**src/rtl/pmem_arbiter_rr.sv**
```systemverilog
`default_nettype none
// ============================================================================
// Module   : pmem_arbiter_rr
// Brief    : Round-robin arbiter granting NUM_PORTS cache ports one line
//            read/write transaction at a time to a single physical memory.
//            Optional macro PMEM_ARB_PERF_EN adds per-port grant counters.
// Revision : 1.0 - initial release
// ============================================================================
module pmem_arbiter_rr #(
    parameter int NUM_PORTS  = 2,
    parameter int LINE_WIDTH = 256,
    parameter int ADDR_WIDTH = 32,
    localparam int GRANT_W   = (NUM_PORTS > 1) ? $clog2(NUM_PORTS) : 1
) (
    input  logic                             clk,
    input  logic                             rst,
    input  logic [NUM_PORTS-1:0]             req_read,
    input  logic [NUM_PORTS-1:0]             req_write,
    input  logic [NUM_PORTS*ADDR_WIDTH-1:0]  req_addr,
    input  logic [NUM_PORTS*LINE_WIDTH-1:0]  req_wdata,
    output logic [NUM_PORTS-1:0]             req_resp,
    output logic [LINE_WIDTH-1:0]            req_rdata,
    output logic                             pmem_read,
    output logic                             pmem_write,
    output logic [ADDR_WIDTH-1:0]            pmem_address,
    output logic [LINE_WIDTH-1:0]            pmem_wdata,
    input  logic [LINE_WIDTH-1:0]            pmem_rdata,
    input  logic                             pmem_resp,
    output logic [GRANT_W-1:0]               grant_id,
    output logic                             busy
`ifdef PMEM_ARB_PERF_EN
    ,
    output logic [NUM_PORTS*32-1:0]          grant_count
`endif
);

    localparam logic [1:0] S_IDLE  = 2'd0;
    localparam logic [1:0] S_ISSUE = 2'd1;
    localparam logic [1:0] S_DONE  = 2'd2;

    localparam logic [GRANT_W-1:0] C_LAST_RST = GRANT_W'(NUM_PORTS - 1);

    logic [1:0]            r_state;
    logic [1:0]            w_state_next;
    logic [GRANT_W-1:0]    r_last_grant;
    logic [GRANT_W-1:0]    r_grant;
    logic [GRANT_W-1:0]    w_winner;
    logic [GRANT_W-1:0]    w_cand;
    logic                  r_op_write;
    logic [ADDR_WIDTH-1:0] r_addr;
    logic [LINE_WIDTH-1:0] r_wdata;
    logic [LINE_WIDTH-1:0] r_rdata;
    logic [NUM_PORTS-1:0]  w_req;
    logic                  w_any_req;
    logic                  w_accept;

    logic [ADDR_WIDTH-1:0] w_addr_arr  [NUM_PORTS];
    logic [LINE_WIDTH-1:0] w_wdata_arr [NUM_PORTS];

    generate
        for (genvar g = 0; g < NUM_PORTS; g++) begin : g_unpack
            assign w_addr_arr[g]  = req_addr[g*ADDR_WIDTH +: ADDR_WIDTH];
            assign w_wdata_arr[g] = req_wdata[g*LINE_WIDTH +: LINE_WIDTH];
        end
    endgenerate

    assign w_req     = req_read | req_write;
    assign w_any_req = |w_req;
    assign w_accept  = (r_state == S_IDLE) && w_any_req;

    // Scan from the farthest candidate to the nearest so the port closest
    // after last_grant overwrites the others and wins.
    always_comb begin
        w_winner = '0;
        w_cand   = '0;
        for (int i = NUM_PORTS; i >= 1; i--) begin
            w_cand = GRANT_W'((int'(r_last_grant) + i) % NUM_PORTS);
            if (w_req[w_cand]) begin
                w_winner = w_cand;
            end
        end
    end

    // State register
    always_ff @(posedge clk or posedge rst) begin
        if (rst) begin
            r_state <= S_IDLE;
        end else begin
            r_state <= w_state_next;
        end
    end

    // Next-state logic
    always_comb begin
        w_state_next = r_state;
        case (r_state)
            S_IDLE:  if (w_any_req) w_state_next = S_ISSUE;
            S_ISSUE: if (pmem_resp) w_state_next = S_DONE;
            S_DONE:  w_state_next = S_IDLE;
            default: w_state_next = S_IDLE;
        endcase
    end

    // Transaction datapath: everything the memory sees is latched at grant
    always_ff @(posedge clk or posedge rst) begin
        if (rst) begin
            r_grant      <= '0;
            r_last_grant <= C_LAST_RST;
            r_op_write   <= 1'b0;
            r_addr       <= '0;
            r_wdata      <= '0;
            r_rdata      <= '0;
        end else begin
            if (w_accept) begin
                r_grant    <= w_winner;
                r_op_write <= req_write[w_winner];
                r_addr     <= w_addr_arr[w_winner];
                r_wdata    <= w_wdata_arr[w_winner];
            end
            if ((r_state == S_ISSUE) && pmem_resp && !r_op_write) begin
                r_rdata <= pmem_rdata;
            end
            if (r_state == S_DONE) begin
                r_last_grant <= r_grant;
            end
        end
    end

    // Output logic
    always_comb begin
        pmem_read  = (r_state == S_ISSUE) && !r_op_write;
        pmem_write = (r_state == S_ISSUE) && r_op_write;
        busy       = (r_state != S_IDLE);
        req_resp   = '0;
        if (r_state == S_DONE) begin
            req_resp[r_grant] = 1'b1;
        end
    end

    assign pmem_address = r_addr;
    assign pmem_wdata   = r_wdata;
    assign req_rdata    = r_rdata;
    assign grant_id     = r_grant;

`ifdef PMEM_ARB_PERF_EN
    generate
        for (genvar g = 0; g < NUM_PORTS; g++) begin : g_perf
            logic [31:0] r_cnt;
            always_ff @(posedge clk or posedge rst) begin
                if (rst) begin
                    r_cnt <= '0;
                end else if (req_resp[g] && (r_cnt != 32'hFFFF_FFFF)) begin
                    r_cnt <= r_cnt + 32'd1;
                end
            end
            assign grant_count[g*32 +: 32] = r_cnt;
        end
    endgenerate
`endif

endmodule
`default_nettype wire

```
**config.mk**
```make
export PLATFORM = sky130hd
export DESIGN_NAME = pmem_arbiter_rr
export DESIGN_NICKNAME = d
export VERILOG_FILES = /design/src/rtl/pmem_arbiter_rr.sv
export SDC_FILE = /design/constraint.sdc
export NUM_CORES = 1
export LEC_CHECK = 0
export CAP_MARGIN = 20
export CORE_AREA = 3 3 541 543
export CTS_CLUSTER_DIAMETER = 120
export CTS_CLUSTER_SIZE = 10
export DETAILED_ROUTE_END_ITERATION = 7
export DIE_AREA = 0 0 544 546
export SYNTH_ARGS = -nofsm -noshare
export SYNTH_HDL_FRONTEND = slang
export SYNTH_SLANG_ARGS = --single-unit
```
**constraint.sdc**
```tcl
create_clock -name clk -period 26.6 [get_ports clk]
set_clock_uncertainty 0.2 [all_clocks]
set_input_delay 6.65 -clock clk [delete_from_list [all_inputs] [get_ports clk]]
set_output_delay 6.65 -clock clk [all_outputs]
set_load 0.005 [all_outputs]
```
Yosys cells after proc, flatten, opt, wreduce, memory -nomap -nowiden
Index checks and enable logic that the tools add are counted.
{"block": "classes", "n_lt_le_gt_ge": 6, "n_div": 0, "reduce_logical": 11, "eq_ne": 4, "mul": 0, "shift": 0, "bitwise_logic": 2, "n_addsub": 2, "n_mux": 20}
{"op": "$mux W256", "count": 3}
{"op": "$mux W32", "count": 3}
{"op": "$mux W1", "count": 9}
{"op": "$lt A1 B2 Y1 const B", "count": 4}
{"op": "$logic_and A1 B1 Y1", "count": 6}
{"op": "$mux W2", "count": 3}
{"op": "$ne A2 B2 Y1 const B", "count": 2}
{"op": "$pmux W2 S2", "count": 1}
{"op": "$add A1 B1 Y1 const B", "count": 2}
{"op": "$eq A2 B1 Y1 const B", "count": 1}
{"op": "$eq A2 B2 Y1 const B", "count": 1}
{"op": "$ge A2 B2 Y1 const B", "count": 1}
{"op": "$logic_not A2 Y1", "count": 1}
{"op": "$not A1 Y2", "count": 1}
{"op": "$or A2 B2 Y2", "count": 1}
{"op": "$reduce_and A2 Y1", "count": 1}
{"op": "$reduce_bool A2 Y1", "count": 1}
{"op": "$reduce_or A2 Y1", "count": 1}
{"op": "$demux W1 S1", "count": 1}
{"op": "$ge A1 B1 Y1 const B", "count": 1}
{"op": "$logic_not A1 Y1", "count": 1}
{"block": "word_totals", "n_memories": 0, "romBits": 0, "mem_bits_rw": 0, "register_bits": 549, "out_inout_bits": 550, "in_bits": 839, "latch_bits": 0, "wordCells": 52}

Logic depth before layout (Yosys ltp)
{"block": "depth", "ltp_word": 9, "depth_mapped": 6}

Worst setup path after synthesis
OpenSTA, ideal clock, no wires.
{"block": "synth_path", "path_kind": "input -> register", "from": "in req_read[1]", "to": "reg r_wdata[1], in the netlist pmem_wdata[1]", "setup_slack_ns": 18.460, "required_ns": 26.259, "cell_stages": 6, "t_arrival_ns": 7.799, "setup_time_ns": 0.141, "path_buffers": 3, "path_cell_list": "or4_1 -> buf_2 -> buf_6 -> buf_2 -> a21oi_1 -> a31oi_1"}
{"block": "synth_between", "elab_chain_len": 9, "word_cells_on_any_way": 13, "cone_classes": "mux: 9; bitwise: 2; reduce/logical: 2"}
{"element": "from (decl)", "line_no": "17", "text": "input logic [NUM_PORTS-1:0] req_read,"}
{"element": "$or A2 B2 Y2 (*)", "line_no": "67", "text": "assign w_req = req_read | req_write;"}
{"element": "$mux W1 (not written as such) (2 in series)", "line_no": "78", "text": "if (w_req[w_cand]) begin"}
{"element": "$mux W1 (2 in series)", "line_no": "78"}
{"element": "$not A1 Y2 (not written as such)", "line_no": "118", "text": "r_wdata <= w_wdata_arr[w_winner];"}
{"element": "$mux W256 (not written as such) (3 in series)", "line_no": "118"}
{"element": "to (signal assigned)", "line_no": "118"}
{"element": "to (decl)", "line_no": "51", "text": "logic [LINE_WIDTH-1:0] r_wdata;"}
Every way passes the cells marked *; elsewhere a longest branch is shown, timed or not. The select of a mux whose other input is x is not followed.
A chain may end at the register's enable or synchronous reset.

Final worst setup path
{"block": "layout_path", "from": "in req_write[0]", "to": "reg r_wdata[49], in the netlist pmem_wdata[49]"}
{"block": "layout_between", "elab_chain_len": 9, "word_cells_on_any_way": 13, "cone_classes": "mux: 9; bitwise: 2; reduce/logical: 2"}
{"element": "from (decl)", "line_no": "18", "text": "input logic [NUM_PORTS-1:0] req_write,"}
{"element": "$or A2 B2 Y2 (*)", "line_no": "67"}
{"element": "$mux W1 (not written as such) (2 in series)", "line_no": "78"}
{"element": "$mux W1 (2 in series)", "line_no": "78"}
{"element": "$not A1 Y2 (not written as such)", "line_no": "118"}
{"element": "$mux W256 (not written as such) (3 in series)", "line_no": "118"}
Marks and branches as above.

==> qor.txt <==
area leader, netlist: dfrtp_1
CTS clk-pin slew, worst paths: 60 ps
Rel. slew slack: 26.9%
share of cells above drive strength 1: 11.2%
Cell Area, Synth: 24100 um2
R2R depth: 7
initial core utilization: 8.37%
Final Setup Violations: 0
grt ovf: 0
Fin Setup TNS: 0 ps
setup slack, reg-to-reg: 21830 ps
vias in the first global route: 25500
maximum clock rate: 0.0926 GHz
Min-Delay Path Class: register to register
period utilization: 40.6%
Mapped Nets: 3075
Avg Synthesized Cell Area: 10.8 um2
dpl cells: 7193
Min Hold Slack: 304 ps
Post-DRT Antenna Nets: 0
CTS max path bufs: 4
Worst-Margin Slew: 1090 ps
run status: finished clean
Clk Latency, worst-skew pair: 730 ps
Nets: 4326
worst endpoint data arrival time: 11270 ps
post-synthesis register bit count: 549
H-tree depth: 3
Mapped Cells: 2236
share of the synthesized area in the top cell type: 56.9%
DR pass1 iterations: 6
clk root buf: clkbuf_16
first-pass GRT wire length: 254 mm
Die Height: 546 um
clk sinks: 549
commonest non-fill, non-tap cell in the layout: clkdlybuf4s50_1
Critical Path Source: req_write[0]
GRT Total Usage: 12.7%
max cap viols: 0
WP depth: 8
Buf+Inv Stages, Crit Path: 5
cell row count: 197
Final Non-Filler Cells: 7393
most used cell, CP: buf_4
crit path cell chain: clkdlybuf4s50_1 -> or4_4 -> buf_4 -> buf_4 -> buf_4 -> buf_4 -> a21oi_1 -> a31oi_1
CP Capture Type: register
pin count of the biggest net entering global routing: 140
Leak: 15.8 nW
Final min period: 10800 ps
antenna violations before repair: 194
Crit path max-delay family: buffers and inverters
TritonCTS clock tree: done
Distinct cells, synth: 29
pwr/cell area: 110 nW/um2
CP required: 27070 ps
Area growth syn-to-layout: 83.6%
area of the core: 288000 um2
# resized after CTS: 0
PortBufs: 1388
Final Wtd Congestion: 0.945
final WL: 199 mm
sequential-to-total area share from yosys stat: 57.0%
die span in x: 544 um
commonest cells after routing, fill and taps aside: clkdlybuf4s50_1, dfrtp_1, a21oi_1, o21ai_0
peak supply drop: 0.0724 mV
Fin. Hold Viols: 0
crit path kind: input pin to register
RSZ-0062 raised after global routing: no
routed vias/inst: 3.50
Crit-path slowest cell: buf_4
CTS buffer count: 72
num ports: 1389
reg2reg start: r_state[0]
Worst setup endpoint: pmem_wdata[49]
top post-synthesis cells by area: dfrtp_1, mux2_2, a31oi_1
final slew viol count: 0
Crit path largest cell delay: 820 ps
post-CTS setup buffers: 0
Crit Path Max Fanout: 77
total vias in the final route: 25800
YS warnings: 0
hold buffer count at cts: 0
DIE AREA: 297000 um2
Residual DRC: 0
1st-iter DRT viols: 2132
Post-DP HPWL: 165 mm
Routed wire per std cell: 27.0 um
capturing point of the worst reg2reg path: pmem_wdata[63]
CP startpoint kind: input pin
[metrics by stage]
stage	worst slack (ps)	power, mW	utilization, %	instance area, um2
6_report	15800	4.88	15.4	44300
5_1_grt	15720	5.15	15.3	44200
4_1_cts	16070	4.97	15.3	44000
3_5_place_dp	15220	3.98	14.5	41900
3_3_place_gp	15270	3.95	14.5	41900
2_1_floorplan	4400	2.35	-	24100
[cell type report]
| class | instances | area [um2] |
|---|---|---|
| Multi-Input combinational cell | 1433 | 9200 |
| Antenna cell | 104 | 260 |
| Clock buffer | 84 | 1900 |
| Fill cell | 32100 | 244000 |
| Inverter | 4 | 22.5 |
| Tap cell | 3781 | 4730 |
| Timing Repair Buffer | 1427 | 14200 |
| Sequential cell | 549 | 13700 |
| Clock inverter | 11 | 164 |
[kinds of logic (layout without fill, tap and decap cells)]
group / after synthesis / in the layout / share of synthesized area [%]
buffers and inverters: 254 / 1526 / 5.02
flip-flops: 549 / 549 / 57.0
AO/OA/AOI/OAI: 872 / 872 / 19.7
AND/OR/NAND/NOR: 305 / 305 / 6.37
other: 0 / 104 / 0
multiplexers: 256 / 256 / 12.0
[worst min path at each step]
| stage | from | to | slack (ps) | cells after the start |
|---|---|---|---|---|
| floorplan | r_op_write | r_op_write | 300 | 2 |
| global placement | req_rdata[2] | req_rdata[2] | 290 | 1 |
| detailed placement | req_rdata[30] | req_rdata[30] | 290 | 1 |
| CTS | req_rdata[30] | req_rdata[30] | 310 | 1 |
| global route | req_rdata[134] | req_rdata[134] | 320 | 1 |
| finish | req_rdata[30] | req_rdata[30] | 300 | 1 |
[metal layers]
metal	up-vias	track usage, %	share of wire [%]
met4	148	7.58	6.0
met5	-	0	0.49
met2	1725	20.6	47
met3	505	7.06	13
li1	10900	-	-
met1	12600	12.7	34
[state kept, by name (all words and copies together), names as in the netlist]
name and count:
pmem_wdata 256, req_rdata 256, pmem_address 32, r_state 2, grant_id 1, r_last_grant 1, r_op_write 1
[synthesized netlist by cell type (all sizes together)]
library cell	number
dfrtp	548
o21ai	291
a21oi	289
a31oi	288
nand3	288
mux2	256
clkbuf	156
buf	94
nor2	7
inv	4
nand2b	3
and3b	2
a21o	1
and2	1
dfstp	1
nand2	1
nor4	1
o21a	1
o31ai	1
o32ai	1
or2	1
or4	1
[power by group]
group	internal [mW]	switching, mW
Combinational	1.22	1.17
Clock	0.530	0.408
Sequential	1.27	0.280
Total	3.02	1.86
No activity file was read; power rests on OpenSTA's default activity.
